<file path="config.mk">
export PLATFORM = sky130hd
export DESIGN_NAME = mem_read_cmd_engine_flat
export DESIGN_NICKNAME = d
export VERILOG_FILES = /design/src/rtl/mem_read_cmd_engine_if.sv /design/src/rtl/mem_read_cmd_engine.sv /design/src/flat_wrapper.sv
export SDC_FILE = /design/constraint.sdc
export NUM_CORES = 1
export LEC_CHECK = 0
export CORE_AREA = 8 8 481 483
export CTS_BUF_LIST = sky130_fd_sc_hd__clkbuf_2
export DETAILED_ROUTE_END_ITERATION = 16
export DIE_AREA = 0 0 489 491
export PLACE_DENSITY_LB_ADDON = 0.05
export RECOVER_POWER = 50
export SLEW_MARGIN = 20
export SYNTH_ARGS = -nofsm -noshare
export SYNTH_HDL_FRONTEND = slang
export SYNTH_SLANG_ARGS = --single-unit
</file>
<file path="constraint.sdc">
create_clock -name clk -period 26.7 [get_ports clk]
set_clock_uncertainty 0.2 [all_clocks]
set_input_delay 4.005 -clock clk [delete_from_list [all_inputs] [get_ports clk]]
set_output_delay 4.005 -clock clk [all_outputs]
set_load 0.01 [all_outputs]
</file>
<file path="src/rtl/mem_read_cmd_engine_if.sv">
// Bundles the command, AXI4 read, result stream and status channels of the read engine.
// The master modport is the engine's view; slave is the view of everything around it.
interface mem_read_cmd_engine_if #(
  parameter int ADDR_WIDTH = 34,
  parameter int DATA_WIDTH = 512
);
  logic                    cmd_valid;
  logic                    cmd_ready;
  logic [63:0]             cmd_address;
  logic [31:0]             cmd_length;

  logic                    m_axi_arvalid;
  logic                    m_axi_arready;
  logic [ADDR_WIDTH-1:0]   m_axi_araddr;
  logic [7:0]              m_axi_arlen;
  logic [2:0]              m_axi_arsize;
  logic [1:0]              m_axi_arburst;
  logic [5:0]              m_axi_arid;

  logic                    m_axi_rvalid;
  logic                    m_axi_rready;
  logic [DATA_WIDTH-1:0]   m_axi_rdata;
  logic [1:0]              m_axi_rresp;
  logic                    m_axi_rlast;

  logic                    m_axis_valid;
  logic                    m_axis_ready;
  logic [DATA_WIDTH-1:0]   m_axis_data;
  logic [DATA_WIDTH/8-1:0] m_axis_keep;
  logic                    m_axis_last;

  logic                    sts_valid;
  logic                    sts_ready;
  logic [7:0]              sts_data;

  modport master (
    input  cmd_valid, cmd_address, cmd_length,
    output cmd_ready,
    output m_axi_arvalid, m_axi_araddr, m_axi_arlen, m_axi_arsize, m_axi_arburst, m_axi_arid,
    input  m_axi_arready,
    input  m_axi_rvalid, m_axi_rdata, m_axi_rresp, m_axi_rlast,
    output m_axi_rready,
    output m_axis_valid, m_axis_data, m_axis_keep, m_axis_last,
    input  m_axis_ready,
    output sts_valid, sts_data,
    input  sts_ready
  );

  modport slave (
    output cmd_valid, cmd_address, cmd_length,
    input  cmd_ready,
    input  m_axi_arvalid, m_axi_araddr, m_axi_arlen, m_axi_arsize, m_axi_arburst, m_axi_arid,
    output m_axi_arready,
    output m_axi_rvalid, m_axi_rdata, m_axi_rresp, m_axi_rlast,
    input  m_axi_rready,
    input  m_axis_valid, m_axis_data, m_axis_keep, m_axis_last,
    output m_axis_ready,
    input  sts_valid, sts_data,
    output sts_ready
  );
endinterface

</file>
<file path="src/rtl/mem_read_cmd_engine.sv">
// Splits one byte-granular read command into 4 KB-safe AXI4 INCR bursts and forwards
// the returned beats unbuffered as a keep/last-qualified stream, then reports status.
module mem_read_cmd_engine #(
  parameter int ADDR_WIDTH      = 34,
  parameter int DATA_WIDTH      = 512,
  parameter int MAX_BEATS       = 64,
  parameter int MAX_OUTSTANDING = 8
) (
  input logic                   clk,
  input logic                   rst,
  mem_read_cmd_engine_if.master bus
);
  localparam int KEEP_W = DATA_WIDTH / 8;
  localparam int OUT_W  = $clog2(MAX_OUTSTANDING + 1);

  localparam logic [1:0] S_IDLE   = 2'd0;
  localparam logic [1:0] S_CHECK  = 2'd1;
  localparam logic [1:0] S_RUN    = 2'd2;
  localparam logic [1:0] S_STATUS = 2'd3;

  logic [1:0]            state_q, state_d;
  logic [ADDR_WIDTH-1:0] cmd_addr_q;
  logic [31:0]           len_q;
  logic [26:0]           total_q;
  logic [26:0]           remaining_q;
  logic [26:0]           beat_cnt_q;
  logic [ADDR_WIDTH-1:0] next_addr_q;
  logic [ADDR_WIDTH-1:0] araddr_q;
  logic [7:0]            arlen_q;
  logic                  arvalid_q;
  logic [OUT_W-1:0]      outst_q, outst_d;
  logic                  bad_q;
  logic                  err_q;

  logic                  in_run;
  logic                  ar_hs, r_hs, rlast_hs, final_beat, last_hs;
  logic                  cmd_bad, can_issue;
  logic [26:0]           total_calc;
  logic [ADDR_WIDTH-1:0] burst_addr;
  logic [26:0]           burst_rem;
  logic [6:0]            to_boundary;
  logic [6:0]            burst_beats;
  logic [KEEP_W-1:0]     tail_keep;
  logic                  unused_addr_bits;

  assign unused_addr_bits = ^bus.cmd_address[63:ADDR_WIDTH];

  assign in_run     = (state_q == S_RUN);
  assign ar_hs      = arvalid_q && bus.m_axi_arready;
  assign r_hs       = in_run && bus.m_axi_rvalid && bus.m_axis_ready;
  assign rlast_hs   = r_hs && bus.m_axi_rlast;
  assign final_beat = (beat_cnt_q == total_q - 27'd1);
  assign last_hs    = r_hs && final_beat;

  assign cmd_bad    = (len_q == 32'd0) || (cmd_addr_q[5:0] != 6'd0);
  assign total_calc = {1'b0, len_q[31:6]} + {26'd0, |len_q[5:0]};

  // The first burst is sized while still in CHECK so arvalid can rise on the RUN entry cycle.
  assign burst_addr  = (state_q == S_CHECK) ? cmd_addr_q : next_addr_q;
  assign burst_rem   = (state_q == S_CHECK) ? total_calc : remaining_q;
  assign to_boundary = 7'd64 - {1'b0, burst_addr[11:6]};

  // NOTE: every always_comb output gets a default first so no path can infer a latch.
  always_comb begin
    burst_beats = to_boundary;
    if (7'(MAX_BEATS) < burst_beats) burst_beats = 7'(MAX_BEATS);
    if (burst_rem < {20'd0, burst_beats}) burst_beats = burst_rem[6:0];
  end

  always_comb begin
    outst_d = outst_q;
    if (ar_hs && !rlast_hs)      outst_d = outst_q + OUT_W'(1);
    else if (!ar_hs && rlast_hs) outst_d = outst_q - OUT_W'(1);
  end

  // A new burst may be loaded in the same cycle the previous one is accepted.
  assign can_issue = (remaining_q != 27'd0) && (!arvalid_q || ar_hs) &&
                     (outst_d < OUT_W'(MAX_OUTSTANDING));

  always_comb begin
    state_d = state_q;
    case (state_q)
      S_IDLE:   if (bus.cmd_valid) state_d = S_CHECK;
      S_CHECK:  state_d = cmd_bad ? S_STATUS : S_RUN;
      S_RUN:    if (last_hs) state_d = S_STATUS;
      S_STATUS: if (bus.sts_ready) state_d = S_IDLE;
      default:  state_d = S_IDLE;
    endcase
  end

  // NOTE: sequential state uses non-blocking assignments only, so every register samples pre-edge values.
  always_ff @(posedge clk or posedge rst) begin
    if (rst) begin
      state_q     <= S_IDLE;
      cmd_addr_q  <= '0;
      len_q       <= '0;
      total_q     <= '0;
      remaining_q <= '0;
      beat_cnt_q  <= '0;
      next_addr_q <= '0;
      araddr_q    <= '0;
      arlen_q     <= '0;
      arvalid_q   <= 1'b0;
      outst_q     <= '0;
      bad_q       <= 1'b0;
      err_q       <= 1'b0;
    end else begin
      state_q <= state_d;
      outst_q <= outst_d;
      case (state_q)
        S_IDLE: begin
          if (bus.cmd_valid) begin
            cmd_addr_q <= bus.cmd_address[ADDR_WIDTH-1:0];
            len_q      <= bus.cmd_length;
            beat_cnt_q <= '0;
            bad_q      <= 1'b0;
            err_q      <= 1'b0;
          end
        end
        S_CHECK: begin
          bad_q   <= cmd_bad;
          total_q <= total_calc;
          if (!cmd_bad) begin
            arvalid_q   <= 1'b1;
            araddr_q    <= burst_addr;
            arlen_q     <= {1'b0, burst_beats - 7'd1};
            next_addr_q <= burst_addr + ADDR_WIDTH'({burst_beats, 6'd0});
            remaining_q <= burst_rem - {20'd0, burst_beats};
          end
        end
        S_RUN: begin
          if (can_issue) begin
            arvalid_q   <= 1'b1;
            araddr_q    <= burst_addr;
            arlen_q     <= {1'b0, burst_beats - 7'd1};
            next_addr_q <= burst_addr + ADDR_WIDTH'({burst_beats, 6'd0});
            remaining_q <= burst_rem - {20'd0, burst_beats};
          end else if (ar_hs) begin
            arvalid_q <= 1'b0;
          end
          if (r_hs) beat_cnt_q <= beat_cnt_q + 27'd1;
          if (r_hs && bus.m_axi_rresp != 2'b00) err_q <= 1'b1;
        end
        default: ;
      endcase
    end
  end

  assign tail_keep = ({{(KEEP_W-1){1'b0}}, 1'b1} << len_q[5:0]) - KEEP_W'(1);

  assign bus.cmd_ready     = (state_q == S_IDLE) && !rst;
  assign bus.m_axi_arvalid = arvalid_q;
  assign bus.m_axi_araddr  = araddr_q;
  assign bus.m_axi_arlen   = arlen_q;
  assign bus.m_axi_arsize  = 3'd6;
  assign bus.m_axi_arburst = 2'b01;
  assign bus.m_axi_arid    = 6'd0;

  assign bus.m_axi_rready  = in_run && bus.m_axis_ready;
  assign bus.m_axis_valid  = in_run && bus.m_axi_rvalid;
  assign bus.m_axis_data   = bus.m_axi_rdata;
  assign bus.m_axis_keep   = (final_beat && len_q[5:0] != 6'd0) ? tail_keep : '1;
  assign bus.m_axis_last   = in_run && final_beat;

  assign bus.sts_valid     = (state_q == S_STATUS);
  assign bus.sts_data      = (state_q == S_STATUS) ? {5'd0, err_q, bad_q, 1'b1} : 8'd0;
endmodule

</file>
<file path="src/flat_wrapper.sv">
// flat-port wrapper written by rule: the top's interface ports become plain ports
module mem_read_cmd_engine_flat 
#(
  parameter int ADDR_WIDTH      = 34,
  parameter int DATA_WIDTH      = 512,
  parameter int MAX_BEATS       = 64,
  parameter int MAX_OUTSTANDING = 8
)
  (clk, rst, bus_cmd_valid, bus_cmd_address, bus_cmd_length, bus_cmd_ready, bus_m_axi_arvalid, bus_m_axi_araddr, bus_m_axi_arlen, bus_m_axi_arsize, bus_m_axi_arburst, bus_m_axi_arid, bus_m_axi_arready, bus_m_axi_rvalid, bus_m_axi_rdata, bus_m_axi_rresp, bus_m_axi_rlast, bus_m_axi_rready, bus_m_axis_valid, bus_m_axis_data, bus_m_axis_keep, bus_m_axis_last, bus_m_axis_ready, bus_sts_valid, bus_sts_data, bus_sts_ready);
  mem_read_cmd_engine_if #(.ADDR_WIDTH(ADDR_WIDTH), .DATA_WIDTH(DATA_WIDTH)) bus_i ();
  input logic clk;
  input logic rst;
  input wire logic [$bits(bus_i.cmd_valid)-1:0] bus_cmd_valid;
  input wire logic [$bits(bus_i.cmd_address)-1:0] bus_cmd_address;
  input wire logic [$bits(bus_i.cmd_length)-1:0] bus_cmd_length;
  output wire logic [$bits(bus_i.cmd_ready)-1:0] bus_cmd_ready;
  output wire logic [$bits(bus_i.m_axi_arvalid)-1:0] bus_m_axi_arvalid;
  output wire logic [$bits(bus_i.m_axi_araddr)-1:0] bus_m_axi_araddr;
  output wire logic [$bits(bus_i.m_axi_arlen)-1:0] bus_m_axi_arlen;
  output wire logic [$bits(bus_i.m_axi_arsize)-1:0] bus_m_axi_arsize;
  output wire logic [$bits(bus_i.m_axi_arburst)-1:0] bus_m_axi_arburst;
  output wire logic [$bits(bus_i.m_axi_arid)-1:0] bus_m_axi_arid;
  input wire logic [$bits(bus_i.m_axi_arready)-1:0] bus_m_axi_arready;
  input wire logic [$bits(bus_i.m_axi_rvalid)-1:0] bus_m_axi_rvalid;
  input wire logic [$bits(bus_i.m_axi_rdata)-1:0] bus_m_axi_rdata;
  input wire logic [$bits(bus_i.m_axi_rresp)-1:0] bus_m_axi_rresp;
  input wire logic [$bits(bus_i.m_axi_rlast)-1:0] bus_m_axi_rlast;
  output wire logic [$bits(bus_i.m_axi_rready)-1:0] bus_m_axi_rready;
  output wire logic [$bits(bus_i.m_axis_valid)-1:0] bus_m_axis_valid;
  output wire logic [$bits(bus_i.m_axis_data)-1:0] bus_m_axis_data;
  output wire logic [$bits(bus_i.m_axis_keep)-1:0] bus_m_axis_keep;
  output wire logic [$bits(bus_i.m_axis_last)-1:0] bus_m_axis_last;
  input wire logic [$bits(bus_i.m_axis_ready)-1:0] bus_m_axis_ready;
  output wire logic [$bits(bus_i.sts_valid)-1:0] bus_sts_valid;
  output wire logic [$bits(bus_i.sts_data)-1:0] bus_sts_data;
  input wire logic [$bits(bus_i.sts_ready)-1:0] bus_sts_ready;
  assign bus_i.cmd_valid = bus_cmd_valid;
  assign bus_i.cmd_address = bus_cmd_address;
  assign bus_i.cmd_length = bus_cmd_length;
  assign bus_cmd_ready = bus_i.cmd_ready;
  assign bus_m_axi_arvalid = bus_i.m_axi_arvalid;
  assign bus_m_axi_araddr = bus_i.m_axi_araddr;
  assign bus_m_axi_arlen = bus_i.m_axi_arlen;
  assign bus_m_axi_arsize = bus_i.m_axi_arsize;
  assign bus_m_axi_arburst = bus_i.m_axi_arburst;
  assign bus_m_axi_arid = bus_i.m_axi_arid;
  assign bus_i.m_axi_arready = bus_m_axi_arready;
  assign bus_i.m_axi_rvalid = bus_m_axi_rvalid;
  assign bus_i.m_axi_rdata = bus_m_axi_rdata;
  assign bus_i.m_axi_rresp = bus_m_axi_rresp;
  assign bus_i.m_axi_rlast = bus_m_axi_rlast;
  assign bus_m_axi_rready = bus_i.m_axi_rready;
  assign bus_m_axis_valid = bus_i.m_axis_valid;
  assign bus_m_axis_data = bus_i.m_axis_data;
  assign bus_m_axis_keep = bus_i.m_axis_keep;
  assign bus_m_axis_last = bus_i.m_axis_last;
  assign bus_i.m_axis_ready = bus_m_axis_ready;
  assign bus_sts_valid = bus_i.sts_valid;
  assign bus_sts_data = bus_i.sts_data;
  assign bus_i.sts_ready = bus_sts_ready;
  mem_read_cmd_engine #(.ADDR_WIDTH(ADDR_WIDTH), .DATA_WIDTH(DATA_WIDTH), .MAX_BEATS(MAX_BEATS), .MAX_OUTSTANDING(MAX_OUTSTANDING)) u_core (.clk(clk), .rst(rst), .bus(bus_i));
endmodule
</file>
After elaboration in Yosys (flattened, before gate mapping)
Cells that the tools add are included.
{ "totals": {"reg_bits": 232, "inputBits": 618, "output_inout_bits": 643, "elab_cells": 112} }
{ "classes": {"addsub": 10, "magnitude_cmp": 3, "n_eq_ne": 12, "n_shift": 1, "muxes": 36, "reduce_logical": 37} }
{ "ops": {"columns": ["operator", "count"], "rows": [
  ["2-to-1 mux 34 bit", 5],
  ["case mux 34 bit (2 select lines)", 2],
  ["2-to-1 mux 27 bit", 5],
  ["case mux 27 bit (2 select lines)", 2],
  ["2-to-1 mux 64 bit", 1],
  ["left shift 1 x 6 -> 64 bit (first input constant)", 1],
  ["subtractor 64 x 1 -> 64 bit (second input constant)", 1],
  ["adder 34 x 13 -> 34 bit", 1],
  ["logical NOT 32 bit", 1],
  ["adder 26 x 1 -> 27 bit", 1],
  ["adder 27 x 1 -> 27 bit (second input constant)", 1],
  ["equality test 27 bit", 1],
  ["less-than comparator 27 x 7 -> 1 bit", 1],
  ["nonzero test 27 bit", 1],
  ["subtractor 27 x 1 -> 27 bit (second input constant)", 1],
  ["subtractor 27 x 7 -> 27 bit", 1],
  ["2-to-1 mux 8 bit", 2],
  ["case mux 8 bit (2 select lines)", 1],
  ["AND reduction 3 bit", 5],
  ["logical AND 1 bit", 14],
  ["2-to-1 mux 7 bit", 2],
  ["!= test 2 bit (second input constant)", 6],
  ["nonzero test 6 bit", 2],
  ["2-to-1 mux 4 bit", 2],
  ["21 further kinds", 39]
]} }

Longest topological paths before layout
Gate-level depths: netlist of the first run.
{ "depth": {"depth_word": 11, "ltp_mapped": 41, "ltp_nobuf": 32} }

Least setup slack after synthesis of the first run
No wires, ideal clock.
{ "synth_timing": {"path_kind": "register -> register", "startpoint": "reg u_core.state_q[1]", "endpoint": "reg u_core.next_addr_q[26]", "arrival_time_ps": 9714, "t_required_ps": 26376, "path_slack_ps": 16662, "stages_incl_launch_ff": 40, "path_buffers": 9, "synth_period_minus_slack_ps": 10038, "cell_sequence": "dfrtp_1 > inv_1 > ha_1 > buf_2 > buf_2 > buf_1 > clkbuf_1 > clkbuf_1 > clkbuf_1 > clkbuf_1 > clkbuf_1 > buf_1 > mux2i_1 > ha_1 > nor4bb_1 > nor2_1 > xnor2_1 > inv_1 > [... 4 more ...] > a2111oi_0 > nor3b_1 > nand2_1 > nor2_2 > mux2i_1 > ha_1 > inv_1 > fa_1 > inv_1 > a21oi_1 > o21bai_1 > nand4b_1 > o21ai_0 > o221ai_4 > a211oi_2 > nand2_1 > mux2i_1 > a211o_1"} }
{ "synth_via": {"elab_chain_len": 11} }
{ "synth_lines": {"columns": ["item", "line", "source"], "rows": [
  ["from (decl)", "mem_read_cmd_engine.sv:21", "logic [1:0] state_q, state_d;"],
  ["from (signal assigned)", "mem_read_cmd_engine.sv:108", "state_q <= state_d;"],
  ["parallel branches: the longest is 11 deep, another holds adder 34 x 13 -> 34 bit", null, null],
  ["to (signal assigned)", "mem_read_cmd_engine.sv:127", "next_addr_q <= burst_addr + ADDR_WIDTH'({burst_beats, 6'd0});"],
  ["to (signal assigned)", "mem_read_cmd_engine.sv:136", "next_addr_q <= burst_addr + ADDR_WIDTH'({burst_beats, 6'd0});"],
  ["to (decl)", "mem_read_cmd_engine.sv:27", "logic [ADDR_WIDTH-1:0] next_addr_q;"]
]} }
Parallel ways; which one is timed is not known. The select of a mux whose other input is x is not followed.
A chain may end at the register's enable or synchronous reset.

==> flow_metrics.py, run 1 <==
metrics = {
    "outcome": {
        "status": "finished with violations",
        "violations": "max-capacitance violations, max-slew violations",
    },
    "worst_setup_path": {
        "rr_startpoint": "u_core.len_q[3]",
        "worstRegToRegCells": 35,
        "setup.worst_path.start_class": "input port",
        "path_class": "input port to asynchronous set/reset pin",
        "arrival_ns": 12.07,
        "rr_endpoint": "u_core.next_addr_q[26]",
        "crit_path_end_kind": "asynchronous set/reset pin",
        "cp_max_fo": 107,
        "rrSetupSlack_ns": 14.00,
        "critPathRequiredTime_ns": 26.05,
    },
    "timing": {
        "clock.fmax_mhz": 78.6,
        "report.final.slew_viol_count": 443,
        "finalSetupViolCount": 0,
        "fin_tns_setup_ns": 0,
        "max_slew_margin_pct": -373,
        "finalHoldViolations": 0,
        "tightest_slew_ns": 7.10,
        "rsz0062_at_grt": "false",
        "finalCriticalPeriod_ns": 12.71,
        "period_share_pct": 47.6,
    },
    "clock_network": {
        "ctsHtreeMaxLevel": 3,
        "numCtsBuffers": 87,
        "root_buffer": "clkbuf_2",
        "cts_resized": 0,
        "cts_tree": "yes",
        "clkSlewWorstSetupHoldPaths_ns": 0.10,
        "cts.sinks": 225,
        "clk_path_buf_depth": 3,
        "hold_buffers": 0,
        "cts_setup_buffers": 0,
        "worstSkewPairLatency_ns": 1.32,
    },
    "floorplanning": {
        "core_area_um2": 224000,
        "io_pins": 1261,
        "row_count": 174,
        "start_util_pct": 8.61,
        "die-area_um2": 240000,
        "dieHeight_um": 491,
        "die_x_um": 489,
    },
    "min_path": {
        "worstHoldEndpoint": "u_core.outst_q[3]",
        "hold_start": "u_core.outst_q[3]",
        "whs_path_depth": 1,
        "hold_class": "register to register",
    },
    "route": {
        "drc": 0,
        "ant_nets": 0,
        "wl_um": 119000,
        "wl_per_cell_um": 23.5,
        "avgViaCountPerCell": 3.01,
        "detail_route.iter0.violations": 705,
        "dr.pass1.iters": 5,
        "vias": 15200,
    },
    "place": {
        "place_area_um2": 20800,
        "gp_congestion": 0.694,
        "io_buffer_count": 188,
        "dp_hpwl_um": 95100,
    },
    "final_layout": {
        "final_nets": 2645,
        "multi_input_area_um2": 8980,
        "area_growth_pct": 12.0,
        "drive_above_1_share_pct": 13.8,
        "regArea_um2": 5630,
        "fill_cells": 26000,
        "fin_area_um2": 21600,
    },
    "global_routing": {
        "globalRoute.totalOverflow": 0,
        "grt_pass1_vias": 15800,
        "track_usage_pct": 9.53,
        "antenna_found_initial": 25,
        "grt_pass1_wl_um": 157000,
        "grt_max_degree": 108,
    },
    "power_and_ir_drop": {
        "power.density_nw_per_um2": 132,
        "ir_worst_vdd_mv": 0.0505,
        "p_leak_uw": 0.00761,
        "power.total_uw": 2850,
    },
    "yosys": {
        "synthTopCellsByCount": "buf_4, dfrtp_1, nand2_1",
        "synth.area.top_cells": "dfrtp_1, buf_4, mux2_2",
        "yosys_register_bits": 225,
        "syn_inst": 2307,
        "synth_area_um2": 19300,
        "synth_cell_types": 100,
        "ys_seq_area_share_pct": 29.2,
        "async_reset_ff_share_pct": 100,
        "synth_ff_type": "dfrtp_1",
        "avgSynthCellArea_um2": 8.35,
        "synth_top_area_share_pct": 29.2,
        "ys_warn_count": 0,
        "yosysMostFrequentCell": "buf_4",
        "yosys.area.top_type": "dfrtp_1",
        "synth-edff-count": 0,
    },
    "flow_run": {
        "drv_cap": 8,
    },
}
-- sequential cells by signal, indices dropped and copies added, names as in the netlist --
register and flops:
u_core.bad_q 1, u_core.next_addr_q 28, u_core.err_q 1, u_core.beat_cnt_q 27, u_core.remaining_q 27, u_core.cmd_addr_q 34
u_core.outst_q 4, u_core.bus.m_axi_araddr 34, u_core.total_q 27, u_core.bus.m_axi_arvalid 1, u_core.bus.m_axi_arlen 7, u_core.state_q 2
u_core.len_q 32
-- cell type report --
class                      instances  area share [%]
inverter                          69            1.21
timing repair buffer             217            9.64
sequential                       225            26.1
antenna                           20           0.232
clock inverter                    18           0.650
multi-input combinational       1394            41.7
tap                             2992            17.4
clock buffer                     134            3.11
-- cells in the final DEF, fill, tap and decap left out, drive strengths merged, types with 8 or more instances in the layout --
master / n
nand4: 26
or3: 21
nand2: 215
nor3b: 9
diode: 20
o221ai: 13
a211oi: 9
and3: 21
o31ai: 8
a31oi: 20
mux2: 76
o22ai: 8
ha: 32
xor2: 41
mux2i: 50
dfrtp: 225
xnor2: 60
o21ai: 132
or4: 8
a21oi: 82
buf: 20
o21a: 25
nor2b: 18
clkinv: 20
or2: 16
o211ai: 22
clkbuf: 143
nor2: 157
and2: 31
inv: 64
nand3: 60
nor3: 53
clkdlybuf4s50: 139
conb: 18
dlygate4sd3: 49
a22oi: 8
nand2b: 15
nor4: 35
a21boi: 12
-- kinds of logic (layout without fill, tap and decap cells) --
| group | Yosys count | after routing | synth area share, % |
|---|---|---|---|
| flops | 225 | 225 | 29.2 |
| buf+inv | 704 | 438 | 24.4 |
| fa+ha+maj | 34 | 34 | 2.24 |
| xor+xnor | 101 | 101 | 4.59 |
| other cells | 2 | 38 | 0.0390 |
| compound gates | 411 | 411 | 14.3 |
| simple gates | 704 | 704 | 18.1 |
| mux | 126 | 126 | 7.06 |
-- per-layer routing --
layer  global-route usage, %  wire (µm)  vias to the layer above
li1                        -          -                     6872
met1                    10.1      43700                     7347
met2                    15.3      54000                      689
met3                    5.09      13700                      321
met4                    5.07       7560                       12
met5                       0         64                        -
-- report_power, final --
group | switching [µW] | internal [µW] | leakage (µW)
combinational | 1150 | 635 | 0.00425
sequential | 204 | 494 | 0.00274
clock | 219 | 153 | 0.000620
-- how the worst max path moves through the flow --
stage,from,to,slack (ns)
2_1_floorplan,rst,u_core.bad_q,16.33
3_3_place_gp,u_core.len_q[1],u_core.next_addr_q[26],14.44
3_5_place_dp,u_core.len_q[3],u_core.next_addr_q[26],14.29
4_1_cts,u_core.len_q[3],u_core.next_addr_q[26],14.26
5_1_grt,rst,u_core.len_q[30],12.15
6_report,rst,u_core.total_q[22],13.99
-- stage by stage --
stage	setup WS, ns	util, %	hold WS [ns]	cells
6_report	13.99	9.64	0.263	5069
3_3_place_gp	14.44	9.30	0.267	4897
3_5_place_dp	14.29	9.30	0.260	4897
4_1_cts	14.26	9.66	0.275	5049
5_1_grt	12.15	9.63	0.306	5057
2_1_floorplan	16.33	-	0.232	2323
-- worst max-delay path: stages --
cell and delay (ns):
dlygate4sd3_1 0.58, clkinvlp_2 2.26, clkbuf_1 5.09
Power figures use the tool's default switching activity.
==> run 2, diff against run 1 <==
==> constraint.sdc (replaced) <==
create_clock -name clk -period 12.1 [get_ports clk]
set_clock_uncertainty 0.2 [all_clocks]
set_input_delay 1.815 -clock clk [delete_from_list [all_inputs] [get_ports clk]]
set_output_delay 1.815 -clock clk [all_outputs]
set_load 0.01 [all_outputs]
==> flow_metrics.py, run 2 (synthesized netlist as in run 1, its figures left out) <==
metrics = {
    "worst_setup_path": {
        "path_delay_family": "compound AO/OA/AOI/OAI gates",
        "cpPeakStageDelay_ns": 0.73,
        "crit_slowest_cell": "nor2_1",
        "setup.worst_path.start_class": "register",
        "crit_path_end_kind": "register",
        "arrival_ns": 11.31,
        "path_class": "register to register",
        "rr_startpoint": "u_core.len_q[4]",
        "critPathRequiredTime_ns": 13.05,
        "worst-path-buf-inv": 5,
        "cp_max_fo": 8,
        "cp-startpoint": "u_core.len_q[4]",
    },
    "timing": {
        "fin_tns_setup_ns": 0,
        "worst_slack_ns": 1.74,
        "rsz0062_at_grt": "false",
        "finalCriticalPeriod_ns": 10.36,
        "report.final.slew_viol_count": 280,
        "max_slew_margin_pct": -217,
        "finalSetupViolCount": 0,
        "clock.fmax_mhz": 96.5,
        "finalHoldViolations": 0,
        "tightest_slew_ns": 4.73,
        "period_share_pct": 85.6,
    },
    "route": {
        "ant_nets": 0,
        "dr.pass1.iters": 6,
        "wl_per_cell_um": 23.7,
        "detail_route.iter0.violations": 657,
        "drc": 0,
        "vias": 15200,
        "wl_um": 120000,
        "avgViaCountPerCell": 3.00,
    },
    "global_routing": {
        "globalRoute.totalOverflow": 0,
        "grt_pass1_vias": 16000,
        "track_usage_pct": 9.60,
        "grt_max_degree": 82,
        "grt_pass1_wl_um": 158000,
        "antenna_found_initial": 16,
    },
    "place": {
        "dp_hpwl_um": 96500,
        "pre_cts_slack_ns": 1.40,
        "dp_cells": 4905,
        "io_buffer_count": 188,
        "gp_congestion": 0.695,
    },
    "power_and_ir_drop": {
        "p_leak_uw": 0.00755,
        "ir_worst_vdd_mv": 0.0874,
        "power.density_nw_per_um2": 293,
    },
    "clock_network": {
        "clkSlewWorstSetupHoldPaths_ns": 0.11,
        "hold_buffers": 0,
        "cts_resized": 0,
        "cts_tree": "yes",
        "ctsHtreeMaxLevel": 3,
        "numCtsBuffers": 88,
        "cts_setup_buffers": 0,
        "clk_path_buf_depth": 3,
        "root_buffer": "clkbuf_2",
        "cts.sinks": 225,
        "worstSkewPairLatency_ns": 1.38,
    },
    "final_layout": {
        "final_common_cell": "dfrtp_1",
        "final_nets": 2654,
        "stdcell_count": 5064,
        "fill_cells": 25900,
        "final_cell_mix": "dfrtp_1, nand2_1, clkdlybuf4s50_1, nor2_1, o21ai_0",
        "fin_util_pct": 9.64,
        "area_growth_pct": 11.9,
        "drive_above_1_share_pct": 13.9,
    },
    "min_path": {
        "hold_start": "u_core.outst_q[3]",
        "hold_class": "register to register",
    },
    "floorplanning": {
        "core_area_um2": 224000,
        "die-area_um2": 240000,
        "row_count": 174,
        "die_x_um": 489,
        "dieHeight_um": 491,
        "start_util_pct": 8.61,
        "io_pins": 1261,
    },
    "outcome": {
        "status": "finished with violations",
        "violations": "max-capacitance violations, max-slew violations",
    },
    "flow_run": {
        "drv_cap": 5,
    },
}
==> run 2: worst reg2reg max path, delay by kind of cell (launching register included) <==
family          cells  cell delay (ns)
simple gates       11             3.37
xor+xnor            1             0.15
compound gates     11             3.43
fa+ha+maj           4             1.45
buf+inv             5             1.10
mux                 1             0.16
flops               1             0.39
==> run 2: layout make-up <==
type                       instances  area (µm²)  share of cell area (%)
inverter                          69         260                    1.21
multi-input combinational       1394        9010                    41.8
tap                             2992        3740                    17.4
timing repair buffer             225        2140                    9.94
antenna                           13        32.5                   0.151
sequential                       225        5630                    26.1
clock inverter                    25         123                   0.569
clock buffer                     121         606                    2.81
==> run 2: path summary, 6_finish.rpt <==
check | endpoint | slack [ns] | depth (start not counted)
min in group asynchronous | u_core.len_q[4] | 2.23 | 2
min reg2reg | u_core.outst_q[3] | 0.27 | 1
min | u_core.outst_q[3] | 0.27 | 1
max | u_core.next_addr_q[26] | 1.74 | 33
max reg2reg | u_core.next_addr_q[26] | 1.74 | 33
max in group asynchronous | u_core.cmd_addr_q[11] | 2.77 | 4
==> run 2: report_power, final <==
part           internal [µW]  switching [µW]
registers               1090             464
logic                   1440            2560
clock network            274             478
==> run 2: layer usage <==
layer  GRT usage, %  share of wire, %
met5              0             0.032
met4           5.41               6.5
met3           4.84                11
met2           15.2                45
met1           10.4                38
==> run 2: metrics by stage <==
step | instance area (µm²) | total power (µW) | hold WS [ns]
2_1_floorplan | 19300 | 4140 | 0.232
3_3_place_gp | 20800 | 5750 | 0.257
3_5_place_dp | 20800 | 5710 | 0.249
4_1_cts | 21600 | 6580 | 0.277
5_1_grt | 21500 | 7020 | 0.309
6_report | 21500 | 6310 | 0.271
